===== src/rtl/udp_encode.sv =====
// Byte-serial UDP header builder: emits the 8-byte header MSB-first, then forwards payload bytes.
// Define UDP_CHECKSUM_EN to add the one's-complement checksum side-channel (csum_seed/csum_out/csum_valid).
module udp_encode #(
    parameter int unsigned MAX_PAYLOAD = 1472
) (
    input  logic        clk,
    input  logic        rst,
    input  logic        start,
    input  logic [15:0] src_port,
    input  logic [15:0] dst_port,
    input  logic [15:0] payload_len,
    output logic        busy,
    output logic        err,
    input  logic [7:0]  in_data,
    input  logic        in_valid,
    output logic        in_ready,
    output logic [7:0]  out_data,
    output logic        out_valid,
    input  logic        out_ready,
    output logic        out_last,
    output logic        done
`ifdef UDP_CHECKSUM_EN
    ,
    input  logic [15:0] csum_seed,
    output logic [15:0] csum_out,
    output logic        csum_valid
`endif
);

    localparam logic [15:0] MAX_LEN = 16'(MAX_PAYLOAD);

    typedef enum logic [1:0] {IDLE, HDR, PAY, FIN} state_t;

    state_t      state, state_next;
    logic [15:0] src_q, dst_q, len_q, rem;
    logic [2:0]  cnt;
    logic [7:0]  hdr_next;
    logic        accept, reject, out_fire, in_fire;

    assign accept   = (state == IDLE) && start && (payload_len <= MAX_LEN);
    assign reject   = (state == IDLE) && start && (payload_len > MAX_LEN);
    assign out_fire = out_valid && out_ready;
    assign in_fire  = in_valid && in_ready;

    always_ff @(posedge clk or posedge rst) begin
        if (rst) state <= IDLE;
        else     state <= state_next;
    end

    always_comb begin
        state_next = state;
        busy       = 1'b0;
        done       = 1'b0;
        in_ready   = 1'b0;
        case (state)
            IDLE: if (accept) state_next = HDR;
            HDR: begin
                busy = 1'b1;
                if (out_fire && cnt == 3'd7) state_next = (rem == 16'd0) ? FIN : PAY;
            end
            PAY: begin
                busy     = 1'b1;
                in_ready = (rem != 16'd0) && (!out_valid || out_ready);
                if (out_fire && out_last) state_next = FIN;
            end
            FIN: begin
                done       = 1'b1;
                state_next = IDLE;
            end
            default: state_next = IDLE;
        endcase
    end

    // Byte following header index cnt; checksum bytes 6-7 are always zero on the wire.
    always_comb begin
        hdr_next = 8'h00;
        case (cnt)
            3'd0: hdr_next = src_q[7:0];
            3'd1: hdr_next = dst_q[15:8];
            3'd2: hdr_next = dst_q[7:0];
            3'd3: hdr_next = len_q[15:8];
            3'd4: hdr_next = len_q[7:0];
            default: hdr_next = 8'h00;
        endcase
    end

    always_ff @(posedge clk or posedge rst) begin
        if (rst) begin
            src_q     <= '0;
            dst_q     <= '0;
            len_q     <= '0;
            rem       <= '0;
            cnt       <= '0;
            err       <= 1'b0;
            out_data  <= '0;
            out_valid <= 1'b0;
            out_last  <= 1'b0;
        end else begin
            err <= reject;
            case (state)
                IDLE: if (accept) begin
                    src_q     <= src_port;
                    dst_q     <= dst_port;
                    len_q     <= payload_len + 16'd8;
                    rem       <= payload_len;
                    cnt       <= '0;
                    out_data  <= src_port[15:8];
                    out_valid <= 1'b1;
                    out_last  <= 1'b0;
                end
                HDR: if (out_fire) begin
                    if (cnt == 3'd7) begin
                        cnt       <= '0;
                        out_valid <= 1'b0;
                        out_last  <= 1'b0;
                    end else begin
                        cnt      <= cnt + 3'd1;
                        out_data <= hdr_next;
                        out_last <= (cnt == 3'd6) && (rem == 16'd0);
                    end
                end
                PAY: begin
                    // Skid register: a new byte may replace one handshaking in the same cycle.
                    if (in_fire) begin
                        out_data  <= in_data;
                        out_valid <= 1'b1;
                        out_last  <= (rem == 16'd1);
                        rem       <= rem - 16'd1;
                    end else if (out_fire) begin
                        out_valid <= 1'b0;
                        out_last  <= 1'b0;
                    end
                end
                default: ;
            endcase
        end
    end

`ifdef UDP_CHECKSUM_EN
    logic [15:0] sum;
    logic [7:0]  pend;
    logic        odd;

    function automatic logic [15:0] oc_add(input logic [15:0] a, input logic [15:0] b);
        logic [16:0] s;
        s = {1'b0, a} + {1'b0, b};
        return s[15:0] + {15'd0, s[16]};
    endfunction

    always_ff @(posedge clk or posedge rst) begin
        if (rst) begin
            sum  <= '0;
            pend <= '0;
            odd  <= 1'b0;
        end else if (accept) begin
            sum <= oc_add(oc_add(oc_add(csum_seed, src_port), dst_port), payload_len + 16'd8);
            odd <= 1'b0;
        end else if (in_fire) begin
            // Odd trailing byte is folded in immediately, padded low with zero.
            if (!odd) begin
                pend <= in_data;
                if (rem == 16'd1) sum <= oc_add(sum, {in_data, 8'h00});
            end else begin
                sum <= oc_add(sum, {pend, in_data});
            end
            odd <= !odd;
        end
    end

    assign csum_out   = (sum == 16'hFFFF) ? 16'hFFFF : ~sum;
    assign csum_valid = done;
`endif

endmodule

===== config.mk =====
export PLATFORM = sky130hd
export DESIGN_NAME = udp_encode
export DESIGN_NICKNAME = d
export VERILOG_FILES = /design/src/rtl/udp_encode.sv
export SDC_FILE = /design/constraint.sdc
export NUM_CORES = 1
export LEC_CHECK = 0
export ABC_CLOCK_PERIOD_IN_PS = 4300
export BUFFER_PORTS_ARGS = -buffer_cell sky130_fd_sc_hd__buf_2
export CAP_MARGIN = 40
export CORE_UTILIZATION = 43
export CTS_CLUSTER_SIZE = 14
export DETAILED_ROUTE_END_ITERATION = 12
export PLACE_DENSITY = 0.66
export SETUP_SLACK_MARGIN = 0.1
export SKIP_CTS_REPAIR_TIMING = 1
export SYNTH_ARGS = -nofsm -noshare
export SYNTH_HDL_FRONTEND = slang
export SYNTH_SLANG_ARGS = --single-unit

===== constraint.sdc =====
create_clock -name clk -period 4.3 [get_ports clk]
set_input_delay 0.86 -clock clk [delete_from_list [all_inputs] [get_ports clk]]
set_output_delay 0.86 -clock clk [all_outputs]
set_load 0.03 [all_outputs]

==> results of run 1 <==
[sequential cells by signal, indices dropped and copies added (netlist names)]
name,count
dst_q,16
src_q,8
len_q,16
rem,16
out_data,8
out_last,1
cnt,3
err,1
state,2
out_valid,1
[worst max-delay path, cell delays in order, from the launching register on]
cell,delay [ps]
dfrtp_1,470
inv_1,90
ha_1,230
nor3b_4,380
and4_1,450
a21oi_1,120
buf_2,190
[metrics by stage]
| step | hold slack, ps | setup slack [ps] | area (um^2) |
|---|---|---|---|
| after floorplan | 465 | 1550 | 4160 |
| after global placement | 483 | 1190 | 4620 |
| after detailed placement | 490 | 1100 | 4620 |
| after CTS | 508 | 1190 | 4820 |
| after global routing | 518 | 1050 | 4820 |
| final | 505 | 1170 | 4820 |
[synthesized netlist by cell type, types with 2 or more instances]
cell type and count:
nand2_1 34, mux2_2 39, nor3_1 2, buf_2 7
nor4_1 7, nand3b_1 3, nor2_1 38, mux2i_1 2
and3_1 11, o21bai_1 3, xor2_1 2, a211oi_1 3
a22o_1 9, a22oi_1 9, nor2b_1 6, and4_1 2
and2_1 2, o21ai_0 8, a2111oi_0 2, o22ai_1 5
dfrtp_1 72, inv_1 13, o21a_1 2, nand4_1 5
ha_1 13, buf_1 3, a21oi_1 24, clkbuf_1 12
a32o_1 4, a41oi_1 2, xnor2_1 3, nor4_2 2
o31ai_1 9, o2bb2ai_1 3, nand2b_1 2, nand3_1 13
a31oi_1 16
[power by group through the flow]
| stage | Combinational (uW) | Sequential [uW] | Clock (uW) |
|---|---|---|---|
| after floorplan | 1020 | 1110 | 0 |
| after global placement | 1370 | 1060 | 0 |
| after detailed placement | 1400 | 1070 | 0 |
| after CTS | 1400 | 1060 | 555 |
| after global routing | 1570 | 1100 | 589 |
| final | 1410 | 1070 | 547 |
[per-layer routing]
metal  vias up  global-route usage, %
li1       1676                      -
met4         0                   5.35
met2       105                   35.5
met1      1709                   32.6
met3         6                   3.90
met5         -                      0
[worst paths after layout]
kind                       cells past startpoint                    start                 endpoint
setup / recovery                               6       rem[0]$_DFFE_PP0P_                 in_ready
hold / removal                                 1  out_data[0]$_DFFE_PP0P_  out_data[0]$_DFFE_PP0P_
setup reg to reg                               7       rem[0]$_DFFE_PP0P_  out_data[2]$_DFFE_PP0P_
hold reg to reg                                1  out_data[0]$_DFFE_PP0P_  out_data[0]$_DFFE_PP0P_
max in group asynchronous                      3                      rst     len_q[7]$_DFFE_PP0P_
min in group asynchronous                      2                      rst  out_data[3]$_DFFE_PP0P_
[cell type report]
type | count | area (um^2)
multi-input combinational | 306 | 2200
tap | 129 | 161
timing repair buffer | 79 | 408
clock buffer | 10 | 128
clock inverter | 6 | 67.6
inverter | 14 | 52.6
fill | 886 | 4460
sequential | 72 | 1800
[cell families (layout without fill, tap and decap cells)]
logic type / after synthesis / after routing / share of synthesized area [%]
flops: 72 / 72 / 43.3
xor+xnor: 5 / 5 / 1.05
compound gates: 112 / 112 / 19.7
fa+ha+maj: 13 / 13 / 3.91
mux: 41 / 41 / 11.0
buf+inv: 38 / 109 / 3.91
simple gates: 135 / 135 / 17.1
==> out/qor.yml, run 1 <==
status:
  status: "finished clean"
logic_synthesis:
  async_flop_share_pct: 100
  synth_warnings: 0
  synth_top_cell_area_share_pct: 43.3
  netlist_area_mm2: 0.00416
  synth-edff-count: 0
  synth.distinct_cells: 61
  ys_ff_latch: 72
  synthCells: 416
  syn_avg_cell_area_um2: 9.99
  yosysTopAreaCell: "dfrtp_1"
  seq_area_frac_synth_pct: 43.3
  ys.flop_type: "dfrtp_1"
  synth_area_leaders: "dfrtp_1 43%, mux2_2 11%, ha_1 3.9%, nor2_1 3.4%, nand2_1 3.1%"
  synth_nets: 490
layout:
  fin_util_pct: 51.9
  layout.nets: 556
  final_cells: 616
  drive_above_1_share_pct: 30.0
  mostFrequentLayoutCells: "74 x buf_2, 72 x dfrtp_1, 39 x mux2_2"
  synthToLayoutAreaGrowth_pct: 15.9
  num_antenna_cells: 0
  final_common_cell: "buf_2"
floorplanning:
  initial_utilization_pct: 44.8
  die_w_um: 100
  io_pins: 75
  rows: 35
  design.core.area_mm2: 0.00928
  dieArea_mm2: 0.0101
  die_h_um: 100
timing:
  setup_violations: 0
  fin_skew_ps: 9.63
  fin_crit_ps: 3130
  tns_ps: 0
  maxSlewViolCount: 0
  rsz0062_at_grt: "false"
  period_share_pct: 72.8
  timing.fmax_ghz: 0.320
  hold_viol_final: 0
  worstMarginPinSlew_ps: 772
  maxSlewHeadroom_pct: 48.1
clocking:
  insertion_delay_ps: 350
  cts_root_buf: "clkbuf_8"
  cts_sinks: 72
  clock_path_buffers: 2
  cts_tree: "done"
  clk_pin_slew_worst_paths_ps: 80
  cts_max_level: 3
  cts_made_buffers: 9
pwr:
  leakage_uw: 0.00225
  sw_frac_of_total_pct: 43.6
  p_int_uw: 1700
  p_seq_share_pct: 35.3
  power_uw: 3020
  p_per_area_mw_per_mm2: 626
  p_clk_share_pct: 18.1
  netSwitchingPower_uw: 1320
  irDropWorstVdd_mv: 0.346
  comb_power_share_pct: 46.5
placed_design:
  globalplace.congestion: 0.894
  io_buffers: 74
  hpwl_um: 7480
  place_inst: 600
grt:
  grt_first_pass_wirelength_um: 17600
  grt-ovfl-total: 0
  antenna_found_initial: 0
  grt_use_total_pct: 22.6
  grt_pass1_vias: 3421
  grt_max_degree: 42
worst_setup_path:
  arrival_ps: 2270
  crit_required_ps: 3440
  path_class: "reg2out"
  cp-start-kind: "flip-flop"
  path_max_fanout: 8
  cp-end-kind: "primary output"
  r2r_slack_ps: 1570
drt:
  drcViolationCount: 0
  via_count: 3496
  dr_wl_met2_um: 4810
  antenna_left: 0
  met1Wirelength_um: 5050
  wirelength_um: 10500
  highest_layer: "met4"
  met3_length_um: 562
  firstDrtPassIters: 5
  initialDrtViolationCount: 230
  wl_per_cell_um: 17.0
  via_per_inst: 5.68
worst_hold_path:
  hold_path_class: "reg2reg"
job:
  maxCapViolations: 0
No activity file was read; power rests on OpenSTA's default activity.
==> run 2: changes to the inputs <==
--- a/config.mk
+++ b/config.mk
@@ -5,7 +5,7 @@
 export SDC_FILE = /design/constraint.sdc
 export NUM_CORES = 1
 export LEC_CHECK = 0
-export ABC_CLOCK_PERIOD_IN_PS = 4300
+export ABC_CLOCK_PERIOD_IN_PS = 3100
 export BUFFER_PORTS_ARGS = -buffer_cell sky130_fd_sc_hd__buf_2
 export CAP_MARGIN = 40
 export CORE_UTILIZATION = 43
==> constraint.sdc (replaced) <==
create_clock -name clk -period 3.1 [get_ports clk]
set_input_delay 0.62 -clock clk [delete_from_list [all_inputs] [get_ports clk]]
set_output_delay 0.62 -clock clk [all_outputs]
set_load 0.03 [all_outputs]
==> run 2 against run 1 <==
Non-clock buffer count up 5; cell count is 0.81% higher; sequential share of layout area is 0.33 points lower; via count rose by 0.97%; hold slack worse by 140 ps; utilization increased by 0.46 points; critical path depth stayed put; largest power group unchanged.
==> out/qor.yml, run 2 (synthesis gave the netlist of run 1 again) <==
timing:
  worstMarginPinSlew_ps: 697
  maxSlewViolCount: 0
  setup_violations: 0
  setup_ws_ps: 342
  hold_viol_final: 0
  fin_crit_ps: 2760
  maxSlewHeadroom_pct: 53.1
  rsz0062_at_grt: "false"
  fin_skew_ps: 10.9
  tns_ps: 0
  timing.fmax_ghz: 0.363
  period_share_pct: 89.0
layout:
  mostFrequentLayoutCells: "74 x buf_2, 72 x dfrtp_1, 39 x mux2_2"
  multi_input_area_mm2: 0.00220
  largestRegisters: "dst_q x16, len_q x16, rem x16"
  num_antenna_cells: 0
  synthToLayoutAreaGrowth_pct: 16.9
  seq_area_mm2: 0.00180
  drive_above_1_share_pct: 30.5
  layout.nets: 561
  final_common_cell: "buf_2"
  fillers: 892
worst_setup_path:
  r2r_start: "rem[0]$_DFFE_PP0P_"
  r2r_slack_ps: 640
  cp-start-kind: "flip-flop"
  path_cells: "inv_1 -> ha_1 -> nor3b_4 -> and4_1 -> a21oi_1 -> buf_2"
  cp-end-kind: "primary output"
  path_max_fanout: 8
  path_class: "reg2out"
  crit_required_ps: 2480
  worstReg2RegEnd: "rem[11]$_DFFE_PP0P_"
  arrival_ps: 2140
  path_depth: 6
  path_buf_inv: 2
  reg2regPathDepth: 7
  startpoint: "rem[0]$_DFFE_PP0P_"
  cp-endpoint: "in_ready"
  worst_path_largest_cell_delay_ps: 470
  crit_family: "simple AND/OR/NAND/NOR gates"
  critPathSlowestCell: "dfrtp_1"
clocking:
  cts_made_buffers: 9
  cts_tree: "done"
  insertion_delay_ps: 340
  cts_root_buf: "clkbuf_8"
  cts_sinks: 72
  cts_max_level: 3
  clk_pin_slew_worst_paths_ps: 80
  clock_path_buffers: 2
pwr:
  p_per_area_mw_per_mm2: 855
  irDropWorstVdd_mv: 0.392
  leakage_uw: 0.00228
worst_hold_path:
  hold_path_class: "in2async"
drt:
  via_count: 3530
  initialDrtViolationCount: 250
  wl_per_cell_um: 17.0
  via_per_inst: 5.68
  drcViolationCount: 0
  wirelength_um: 10500
  antenna_left: 0
  firstDrtPassIters: 4
floorplanning:
  rows: 35
  die_w_um: 100
  design.core.area_mm2: 0.00928
  io_pins: 75
  die_h_um: 100
  initial_utilization_pct: 44.8
  dieArea_mm2: 0.0101
placed_design:
  globalplace.congestion: 0.893
  hpwl_um: 7710
  io_buffers: 74
  dp_slack_ps: 472
grt:
  grt_use_total_pct: 22.4
  grt_max_degree: 48
  antenna_found_initial: 0
  grt_first_pass_wirelength_um: 17300
  grt_pass1_vias: 3458
  grt-ovfl-total: 0
job:
  maxCapViolations: 0
status:
  status: "finished clean"
[run 2: cell types whose count changed in the layout (fill, tap and decap cells not counted), sizes merged]
cell      change
clkinvlp      -1
bufinv        -1
buf           +5
clkbuf        +2
clkinv        +1
inv           -1
[run 2: area by class of cell]
| type | instances | share of cell area (%) |
|---|---|---|
| multi-input cells | 306 | 45.3 |
| clock inverters | 4 | 0.618 |
| well taps | 129 | 3.32 |
| flip-flops and latches | 72 | 37.1 |
| clock buffers | 12 | 2.99 |
| repair buffers | 84 | 9.68 |
| inverters | 14 | 1.08 |
[run 2: layer usage]
metal | GRT usage, % | vias to the layer above | part of all wire, %
met5 | 0 | - | 0
met4 | 8.36 | 0 | 1.4
met1 | 30.9 | 1725 | 47
li1 | - | 1685 | -
met3 | 3.20 | 10 | 4.6
met2 | 35.7 | 110 | 47
[run 2: where the power goes]
group | switching [uW] | total (uW) | internal (uW)
sequential | 266 | 1480 | 1210
combinational | 1200 | 2010 | 810
clock | 359 | 674 | 315
[run 2: how the worst min path moves through the flow]
| stage | start | to | depth (start not counted) |
|---|---|---|---|
| 3_5_place_dp | out_data[7]$_DFFE_PP0P_ | out_data[7]$_DFFE_PP0P_ | 1 |
| 3_3_place_gp | len_q[15]$_DFFE_PP0P_ | len_q[15]$_DFFE_PP0P_ | 1 |
| 5_1_grt | rst | out_data[1]$_DFFE_PP0P_ | 3 |
| 4_1_cts | rst | out_data[1]$_DFFE_PP0P_ | 3 |
| 2_1_floorplan | len_q[11]$_DFFE_PP0P_ | len_q[11]$_DFFE_PP0P_ | 1 |
| 6_report | rst | out_data[1]$_DFFE_PP0P_ | 3 |
[run 2: worst reg2reg max path, cell delays in order, from the launching register on]
cell,delay (ps)
dfrtp_1,490
inv_1,80
ha_1,270
nor3b_4,180
and4_1,320
a21oi_1,580
a211oi_1,160
a221o_1,280
[run 2: through the flow]
stage | std cells | util, % | area [um^2] | power (uW) | hold WS [ps]
after floorplan | 416 | - | 4160 | 2960 | 465
after global placement | 604 | 50.3 | 4670 | 3420 | 483
after detailed placement | 605 | 50.5 | 4690 | 3490 | 490
after CTS | 621 | 52.4 | 4860 | 4170 | 364
after global routing | 621 | 52.4 | 4860 | 4470 | 389
final | 621 | 52.4 | 4860 | 4160 | 361
